[src/rtl/block_spi_reg_decoder_pkg.sv]
// Shared definitions for the SPI register decoder: header layout, FSM states,
// stats addresses and address helpers.
package block_spi_reg_decoder_pkg;

  localparam int         RW_BIT        = 7;
  localparam int         ADDR_W        = 7;
  localparam logic [6:0] ADDR_MAX      = 7'h7F;
  localparam logic [6:0] STAT_ERR_ADDR = 7'd126;
  localparam logic [6:0] STAT_FRM_ADDR = 7'd127;

  typedef enum logic [2:0] {
    S_SYNC,
    S_IDLE,
    S_HEADER,
    S_WRITE,
    S_READ
  } state_t;

  // Address counter saturates at the top instead of wrapping to 0.
  function automatic logic [6:0] addr_inc(input logic [6:0] a);
    return (a == ADDR_MAX) ? a : a + 7'd1;
  endfunction

  function automatic logic in_range(input logic [6:0] a, input int n);
    return int'(a) < n;
  endfunction

  function automatic logic is_stat(input logic [6:0] a);
    return (a == STAT_ERR_ADDR) || (a == STAT_FRM_ADDR);
  endfunction

endpackage

[src/rtl/block_spi_reg_decoder_reg_bank.sv]
// NUM_REGS x 8 register storage: synchronous write, asynchronous read,
// whole bank exposed flat (reg k at [8k+7:8k]).
module block_reg_bank
  import block_spi_reg_decoder_pkg::*;
#(
  parameter int         NUM_REGS  = 16,
  parameter logic [7:0] REG_RESET = 8'h00
) (
  input  logic                  clk,
  input  logic                  rst_n,
  input  logic                  we,
  input  logic [6:0]            waddr,
  input  logic [7:0]            wdata,
  input  logic [6:0]            raddr,
  output logic [7:0]            rdata,
  output logic [NUM_REGS*8-1:0] regs_flat
);

  logic [NUM_REGS-1:0][7:0] mem;

  always_ff @(posedge clk) begin
    if (!rst_n) begin
      mem <= {NUM_REGS{REG_RESET}};
    end else if (we) begin
      for (int k = 0; k < NUM_REGS; k++)
        if (waddr == 7'(k)) mem[k] <= wdata;
    end
  end

  // Addresses beyond the bank read as zero.
  always_comb begin
    rdata = 8'h00;
    for (int k = 0; k < NUM_REGS; k++)
      if (raddr == 7'(k)) rdata = mem[k];
  end

  assign regs_flat = mem;

endmodule

[src/rtl/block_spi_reg_decoder.sv]
// Parses CS-delimited SPI byte frames into register bank writes/reads.
// Optional SPI_DECODER_STATS_EN adds frame/error counters readable at 126/127.
module block_spi_reg_decoder
  import block_spi_reg_decoder_pkg::*;
#(
  parameter int         NUM_REGS  = 16,
  parameter logic [7:0] REG_RESET = 8'h00
) (
  input  logic                  clk,
  input  logic                  rst_n,
  input  logic                  cs_n,
  input  logic [7:0]            rx_data,
  input  logic                  rx_valid,
  output logic [7:0]            tx_data,
  output logic                  tx_valid,
  output logic [NUM_REGS*8-1:0] regs_flat,
  output logic                  wr_strobe,
  output logic [6:0]            wr_addr,
  output logic [7:0]            wr_data,
`ifdef SPI_DECODER_STATS_EN
  output logic [15:0]           frame_count,
  output logic [7:0]            err_count,
`endif
  output logic                  frame_err
);

  state_t     state;
  logic [6:0] addr, nxt_addr, rd_addr;
  logic [7:0] bank_rd, rd_val;
  logic       rd_err, wr_ok, wr_err, bank_we;

  always_comb begin
    nxt_addr = addr_inc(addr);
    // Header read uses the address inside the byte itself; later reads pre-increment.
    rd_addr  = (state == S_HEADER) ? rx_data[6:0] : nxt_addr;
    rd_val   = 8'h00;
    rd_err   = 1'b0;
    if (in_range(rd_addr, NUM_REGS)) rd_val = bank_rd;
    else                             rd_err = 1'b1;
    wr_ok    = in_range(addr, NUM_REGS);
    wr_err   = !wr_ok;
`ifdef SPI_DECODER_STATS_EN
    if (rd_addr == STAT_ERR_ADDR) begin rd_val = err_count;         rd_err = 1'b0; end
    if (rd_addr == STAT_FRM_ADDR) begin rd_val = frame_count[7:0];  rd_err = 1'b0; end
    if (is_stat(addr)) begin wr_ok = 1'b0; wr_err = 1'b0; end
`endif
    bank_we  = (state == S_WRITE) && rx_valid && !cs_n && wr_ok;
  end

  block_reg_bank #(.NUM_REGS(NUM_REGS), .REG_RESET(REG_RESET)) u_bank (
    .clk       (clk),
    .rst_n     (rst_n),
    .we        (bank_we),
    .waddr     (addr),
    .wdata     (rx_data),
    .raddr     (rd_addr),
    .rdata     (bank_rd),
    .regs_flat (regs_flat)
  );

  always_ff @(posedge clk) begin
    if (!rst_n) begin
      state     <= S_SYNC;
      addr      <= '0;
      tx_data   <= '0;
      tx_valid  <= 1'b0;
      wr_strobe <= 1'b0;
      wr_addr   <= '0;
      wr_data   <= '0;
      frame_err <= 1'b0;
`ifdef SPI_DECODER_STATS_EN
      frame_count <= '0;
      err_count   <= '0;
`endif
    end else begin
      tx_valid  <= 1'b0;
      wr_strobe <= 1'b0;
      if (state == S_SYNC) begin
        if (cs_n) state <= S_IDLE;
      end else if (cs_n) begin
        // Frame end wins over any byte landing in the same clock.
        state <= S_IDLE;
`ifdef SPI_DECODER_STATS_EN
        if (state == S_WRITE || state == S_READ) begin
          frame_count <= frame_count + 16'd1;
          if (frame_err && err_count != 8'hFF) err_count <= err_count + 8'd1;
        end
`endif
      end else begin
        case (state)
          S_IDLE: begin
            state     <= S_HEADER;
            frame_err <= 1'b0;
          end
          S_HEADER: if (rx_valid) begin
            addr <= rx_data[6:0];
            if (rx_data[RW_BIT]) begin
              state <= S_WRITE;
            end else begin
              state    <= S_READ;
              tx_data  <= rd_val;
              tx_valid <= 1'b1;
              if (rd_err) frame_err <= 1'b1;
            end
          end
          S_WRITE: if (rx_valid) begin
            addr <= nxt_addr;
            if (wr_ok) begin
              wr_strobe <= 1'b1;
              wr_addr   <= addr;
              wr_data   <= rx_data;
            end else if (wr_err) begin
              frame_err <= 1'b1;
            end
          end
          S_READ: if (rx_valid) begin
            addr     <= nxt_addr;
            tx_data  <= rd_val;
            tx_valid <= 1'b1;
            if (rd_err) frame_err <= 1'b1;
          end
          default: state <= S_SYNC;
        endcase
      end
    end
  end

endmodule

[config.mk]
export PLATFORM = sky130hd
export DESIGN_NAME = block_spi_reg_decoder
export DESIGN_NICKNAME = d
export VERILOG_FILES = /design/src/rtl/block_spi_reg_decoder_pkg.sv /design/src/rtl/block_spi_reg_decoder_reg_bank.sv /design/src/rtl/block_spi_reg_decoder.sv
export SDC_FILE = /design/constraint.sdc
export NUM_CORES = 1
export LEC_CHECK = 0
export ABC_AREA = 0
export CAP_MARGIN = 30
export CORE_ASPECT_RATIO = 1.75
export CORE_MARGIN = 2
export CORE_UTILIZATION = 55
export CTS_BUF_LIST = sky130_fd_sc_hd__clkbuf_4 sky130_fd_sc_hd__clkbuf_8
export CTS_CLUSTER_SIZE = 14
export DETAILED_ROUTE_END_ITERATION = 16
export PLACE_DENSITY = 0.85
export SETUP_SLACK_MARGIN = 0.3
export SYNTH_ARGS = -nofsm -noshare
export SYNTH_HDL_FRONTEND = slang
export SYNTH_SLANG_ARGS = --single-unit
[constraint.sdc]
create_clock -name clk -period 5.35 [get_ports clk]
set_clock_uncertainty 0.1 [all_clocks]
set_input_delay 0.8025 -clock clk [delete_from_list [all_inputs] [get_ports clk]]
set_output_delay 0.8025 -clock clk [all_outputs]
set_load 0.02 [all_outputs]
==> reports/metrics.cfg, run 1 <==
[run_status]
outcome = complete, no violations

[floorplan]
start_util_pct = 56.5
die_w_um = 94.6
dieArea_sq_mm = 0.0154
rows = 57
num_io_pins = 166
die_h_um = 162
coreArea_sq_mm = 0.0140

[setup_path]
arrival_ns = 4.60
r2r_cells = 8
required_ns = 5.62
crit_chain = and3_1 -> nand2_1 -> a31o_2 -> nor2_1 -> a22oi_1 -> o221ai_1 -> o31ai_1 -> a221oi_1
path_class = register to register
ff2ff_setup_slack_ns = 1.01
critPathLaunchType = register
crit_slowest_cell = dfxtp_1
crit_path_end_kind = register
critPathMaxStageDelay_ns = 0.88
path_max_fanout = 40

[clocking]
cts_root_buffer = clkbuf_8
clk_path_buf_depth = 2
cts_max_level = 4
clkTransAtPathRegs_ns = 0.11
hold_buffers = 0
clock-sinks = 164
cts_setup_buffers = 0
cts_tree = yes
clock_latency_ns = 0.48
cts_repair_resize_count = 0
cts_buffers = 17

[detailed_routing]
drt_first_iter_violations = 885
wl_per_cell_um = 22.6
first_pass_iters = 6
vias = 8751
post_drt_via_cell_ratio = 6.57
drtAntennaViolNets = 0
drt_wl_total_um = 30100
route.detailed.drc = 0

[sta]
drv_slew = 0
hold_violations = 0
timing.slew.headroom_pct = 32.9
tightest_slew_ns = 1.00
fin_crit_sh_pct = 81.1
rsz0062_at_grt = false
min_period_ns = 4.34
fmax_ghz = 0.231
setup_viol = 0
tns_ns = 0

[synthesis]
synthesis.nets = 1037
yosysSeqAreaShare_pct = 41.6
synth.ff_latch_count = 164
synth_warnings = 0
netlist_instances = 1021
synthArstFlopShare_pct = 0
synth_cell_types = 68
synth_area_per_cell_sq_um = 7.73
syn_area_sq_mm = 0.00789
ys.flop_type = dfxtp_1
synth_edf_count = 0

[global_route]
grt_pass1_wl_um = 44900
gr-total-overflow = 0
first_global_vias = 7883
antenna_found_initial = 0
grt_util_all_layers_pct = 38.6
grt_max_degree = 96

[finish]
final_common_cell = nand2_1
drive_gt1_share_pct = 7.02
antenna_cells = 0
nNetsFinal = 1157
fin_util_pct = 71.6
area_growth_pct = 26.7
layout_common_cells = nand2_1 (175), clkdlybuf4s50_1 (165), dfxtp_1 (164), a21oi_1 (125), o21ai_0 (106)

[power]
ir_drop_mv = 0.207
powerDensity_mw_per_mm2 = 227
total_leakage_power_nw = 3.19

[placed_design]
place_congestion = 1.06
hpwl_um = 20800
io_buffer_count = 165

[hold_path]
hold_depth = 2
worstHoldPathType = register to register

[job]
drv_cap = 0

-- state kept, by name, summed over array words and instances, names as in the netlist --
name              cells
wr_addr               7
addr                  7
frame_err             1
wr_strobe             1
tx_data               8
state                 3
u_bank.regs_flat    128
wr_data               8
tx_valid              1
-- cells by family after synthesis --
| group | after synthesis | share of synthesized area (%) |
|---|---|---|
| and+or+nand+nor | 384 | 21.7 |
| AOI/OAI and AO/OA | 316 | 23.5 |
| DFF | 164 | 41.6 |
| buffers and inverters | 92 | 4.84 |
| muxes | 59 | 7.51 |
| adders and majority gates | 4 | 0.634 |
| xor gates and xnor gates | 2 | 0.222 |
-- Yosys cell counts, drive strengths merged (3+ instances only) --
| library cell | n | area (sq um) |
|---|---|---|
| nand4 | 7 | 43.8 |
| clkbuf | 61 | 229 |
| nor3b | 4 | 35.0 |
| or2 | 4 | 25.0 |
| o221a | 3 | 33.8 |
| nor3 | 23 | 160 |
| a32oi | 7 | 61.3 |
| o22ai | 7 | 43.8 |
| o21ai | 107 | 536 |
| and3 | 7 | 43.8 |
| a21o | 3 | 22.5 |
| o211ai | 3 | 22.5 |
| nand2 | 176 | 663 |
| o21a | 3 | 22.5 |
| a221oi | 5 | 50.0 |
| inv | 6 | 22.5 |
| a31o | 4 | 35.0 |
| nor2 | 106 | 403 |
| a31oi | 10 | 62.6 |
| ha | 4 | 50.1 |
| dfxtp | 164 | 3280 |
| and4 | 3 | 26.3 |
| nor2b | 4 | 25.0 |
| nand3 | 32 | 160 |
| and2 | 6 | 37.5 |
| buf | 25 | 130 |
| a211oi | 3 | 22.5 |
| o31ai | 4 | 30.0 |
| a32o | 4 | 40.0 |
| mux2i | 57 | 571 |
| nand2b | 6 | 37.5 |
| a21oi | 125 | 626 |
| a22oi | 8 | 60.1 |
-- area by class of cell --
cell class | instances | area [sq um]
timing repair buffer | 187 | 1850
sequential | 164 | 3280
tap | 177 | 221
multi-input combinational | 765 | 4240
inverter | 6 | 25.0
fill | 1158 | 3980
clock inverter | 12 | 109
clock buffer | 20 | 275
-- critical path, delay by kind of cell, from the launching register on --
family           cells  cell delay [ns]
AO/OA/AOI/OAI        5             1.46
flip-flops           1             0.88
AND/OR/NAND/NOR      3             1.76
-- power breakdown --
part	internal, W	switching, W	total, W
combinational	0.0000414	0.000110	0.000151
sequential	0.00122	0.00000497	0.00123
clock	0.000375	0.000523	0.000898
total	0.00164	0.000638	0.00228
-- metal layers --
layer / GRT usage (%) / share of wire [%] / up-vias
met4: 25.8 / 8.6 / 0
met2: 63.2 / 47 / 677
met1: 45.3 / 34 / 4027
met5: 0 / 0 / -
li1: - / - / 3844
met3: 7.03 / 10 / 203
-- path summary, 6_finish.rpt --
path / start / end
hold / removal: wr_addr[0] / wr_addr[0]
hold reg to reg: wr_addr[0] / wr_addr[0]
setup / recovery: addr[3] / tx_data[5]
setup reg to reg: addr[3] / tx_data[5]
-- stage by stage --
step	instance area (sq um)	cells	total power (W)	setup slack [ns]	hold slack [ns]
2_1_floorplan	7890	1021	0.00134	2.35	0.410
3_3_place_gp	9610	1298	0.00140	1.36	0.344
3_5_place_dp	9620	1299	0.00140	1.25	0.349
4_1_cts	10000	1331	0.00226	1.22	0.364
5_1_grt	10000	1331	0.00233	0.759	0.382
6_report	10000	1331	0.00228	1.01	0.363
(Power assumes the default switching activity.)
==> run 2: changes to the inputs <==
CORE_UTILIZATION = 48   (was 55)
PLACE_DENSITY = 0.79   (was 0.85)
clock period = 3.59 ns   (was 5.35 ns; I/O delays follow)
==> reports/metrics.cfg, run 2 (synthesis results as in run 1) <==
[clocking]
cts_root_buffer = clkbuf_8
clock-sinks = 164
clock_latency_ns = 0.47
clk_path_buf_depth = 2
cts_setup_buffers = 0
cts_max_level = 4
cts_tree = yes
clkTransAtPathRegs_ns = 0.12
cts_buffers = 17

[floorplan]
dieArea_sq_mm = 0.0175
start_util_pct = 48.4
num_io_pins = 166
die_w_um = 101
rows = 62
die_h_um = 174
coreArea_sq_mm = 0.0163

[finish]
multi_input_area_sq_mm = 0.00427
fin_util_pct = 63.7
drive_gt1_share_pct = 10.8
final_common_cell = nand2_1
layout_common_cells = nand2_1 (175), clkdlybuf4s50_1 (165), dfxtp_1 (163), a21oi_1 (125), o21ai_0 (105)
area_growth_pct = 31.6
nFillCells = 1435
seqCellArea_sq_mm = 0.00328
largest_reg_flops = 128
antenna_cells = 0
nNetsFinal = 1193

[job]
drv_cap = 0

[detailed_routing]
drt_wl_total_um = 32400
drt_first_iter_violations = 776
drtAntennaViolNets = 0
first_pass_iters = 6
vias = 8776
wl_per_cell_um = 23.5
post_drt_via_cell_ratio = 6.35
route.detailed.drc = 0

[hold_path]
worstHoldPathType = register to register

[setup_path]
crit_chain = buf_4 -> and2_1 -> xor2_1 -> o41ai_1 -> nand2_1 -> buf_4 -> o21ai_0 -> a221oi_1 -> o211ai_1 -> a32o_1
critPathLaunchType = register
arrival_ns = 3.55
path_class = register to register
path_max_fanout = 8
crit_path_end_kind = register
crit_slowest_cell = o41ai_1
critPathMaxStageDelay_ns = 0.69
crit_top_cell = buf_4
required_ns = 3.90

[sta]
tns_ns = 0
tightest_slew_ns = 0.900
timing.slew.headroom_pct = 39.8
rsz0062_at_grt = true
fin_crit_sh_pct = 90.2
setup_viol = 0
drv_slew = 0
fmax_ghz = 0.309
hold_violations = 0
min_period_ns = 3.24

[global_route]
grt_pass1_wl_um = 48500
gr-total-overflow = 0
grt_util_all_layers_pct = 36.5
grt_max_degree = 63
antenna_found_initial = 0
first_global_vias = 8193

[power]
powerDensity_mw_per_mm2 = 344
ir_drop_mv = 0.229
total_leakage_power_nw = 3.40

[placed_design]
place_congestion = 1.05
hpwl_um = 23200
io_buffer_count = 165

[run_status]
outcome = complete, no violations

-- run 2: changes by cell type in the layout (fill, tap and decap cells not counted), moves of 2 or more --
| cell | previous run | this run |
|---|---|---|
| clkinvlp_4 | 3 | 0 |
| bufinv_16 | 0 | 2 |
| nor2_2 | 2 | 10 |
| buf_4 | 19 | 55 |
| inv_6 | 4 | 6 |
| clkbuf_8 | 20 | 17 |
| nor2_1 | 104 | 96 |
| clkinv_8 | 0 | 3 |
-- run 2: final timing paths --
path | start | slack (ns) | cells after the start | endpoint
max | addr[1] | 0.35 | 10 | tx_data[7]
max reg2reg | addr[1] | 0.35 | 10 | tx_data[7]
min | wr_data[7] | 0.36 | 2 | wr_data[7]
min reg2reg | wr_data[7] | 0.36 | 2 | wr_data[7]
-- run 2: critical path, delay by kind of cell, from the launching register on --
| family | cells | cell delay (ns) |
|---|---|---|
| simple gates | 2 | 0.61 |
| buf+inv | 2 | 0.43 |
| flops | 1 | 0.34 |
| xor+xnor | 1 | 0.15 |
| compound gates | 5 | 1.55 |
-- run 2: layout make-up --
class / instances / area share, %
clock buffer: 17 / 2.25
clock inverter: 15 / 1.96
inverter: 6 / 0.241
multi-input combinational: 765 / 41.1
sequential: 164 / 31.6
tap: 192 / 2.31
timing repair buffer: 223 / 20.5
-- run 2: routing by layer --
layer	part of all wire, %	vias to the layer above	global-route usage (%)
met5	0	-	0
met4	8.3	0	25.7
met3	7.4	160	5.52
met2	50	566	61.1
met1	35	4130	41.5
li1	-	3920	-
-- run 2: timing repair --
item	4_1_cts	5_1_grt
gates resized for setup	2	10
endpoints found under the setup margin	2	30
hold buffers	0	0
-- run 2: stage by stage --
step / setup WS (ns) / std cells / cell area (sq um) / power (W) / hold WS, ns
after detailed placement: 0.217 / 1350 / 9920 / 0.00211 / 0.346
after CTS: 0.352 / 1382 / 10400 / 0.00357 / 0.360
after global routing: 0.260 / 1382 / 10400 / 0.00366 / 0.386
final: 0.353 / 1382 / 10400 / 0.00357 / 0.358
after floorplan: 0.643 / 1021 / 7890 / 0.00200 / 0.410
after global placement: 0.209 / 1350 / 9920 / 0.00211 / 0.343
-- run 2: where the power goes --
group	internal, W	leakage, nW	switching [W]
combinational	0.0000743	1.86	0.000176
clock	0.000664	0.221	0.000831
sequential	0.00182	1.32	0.00000532
total	0.00256	3.40	0.00101
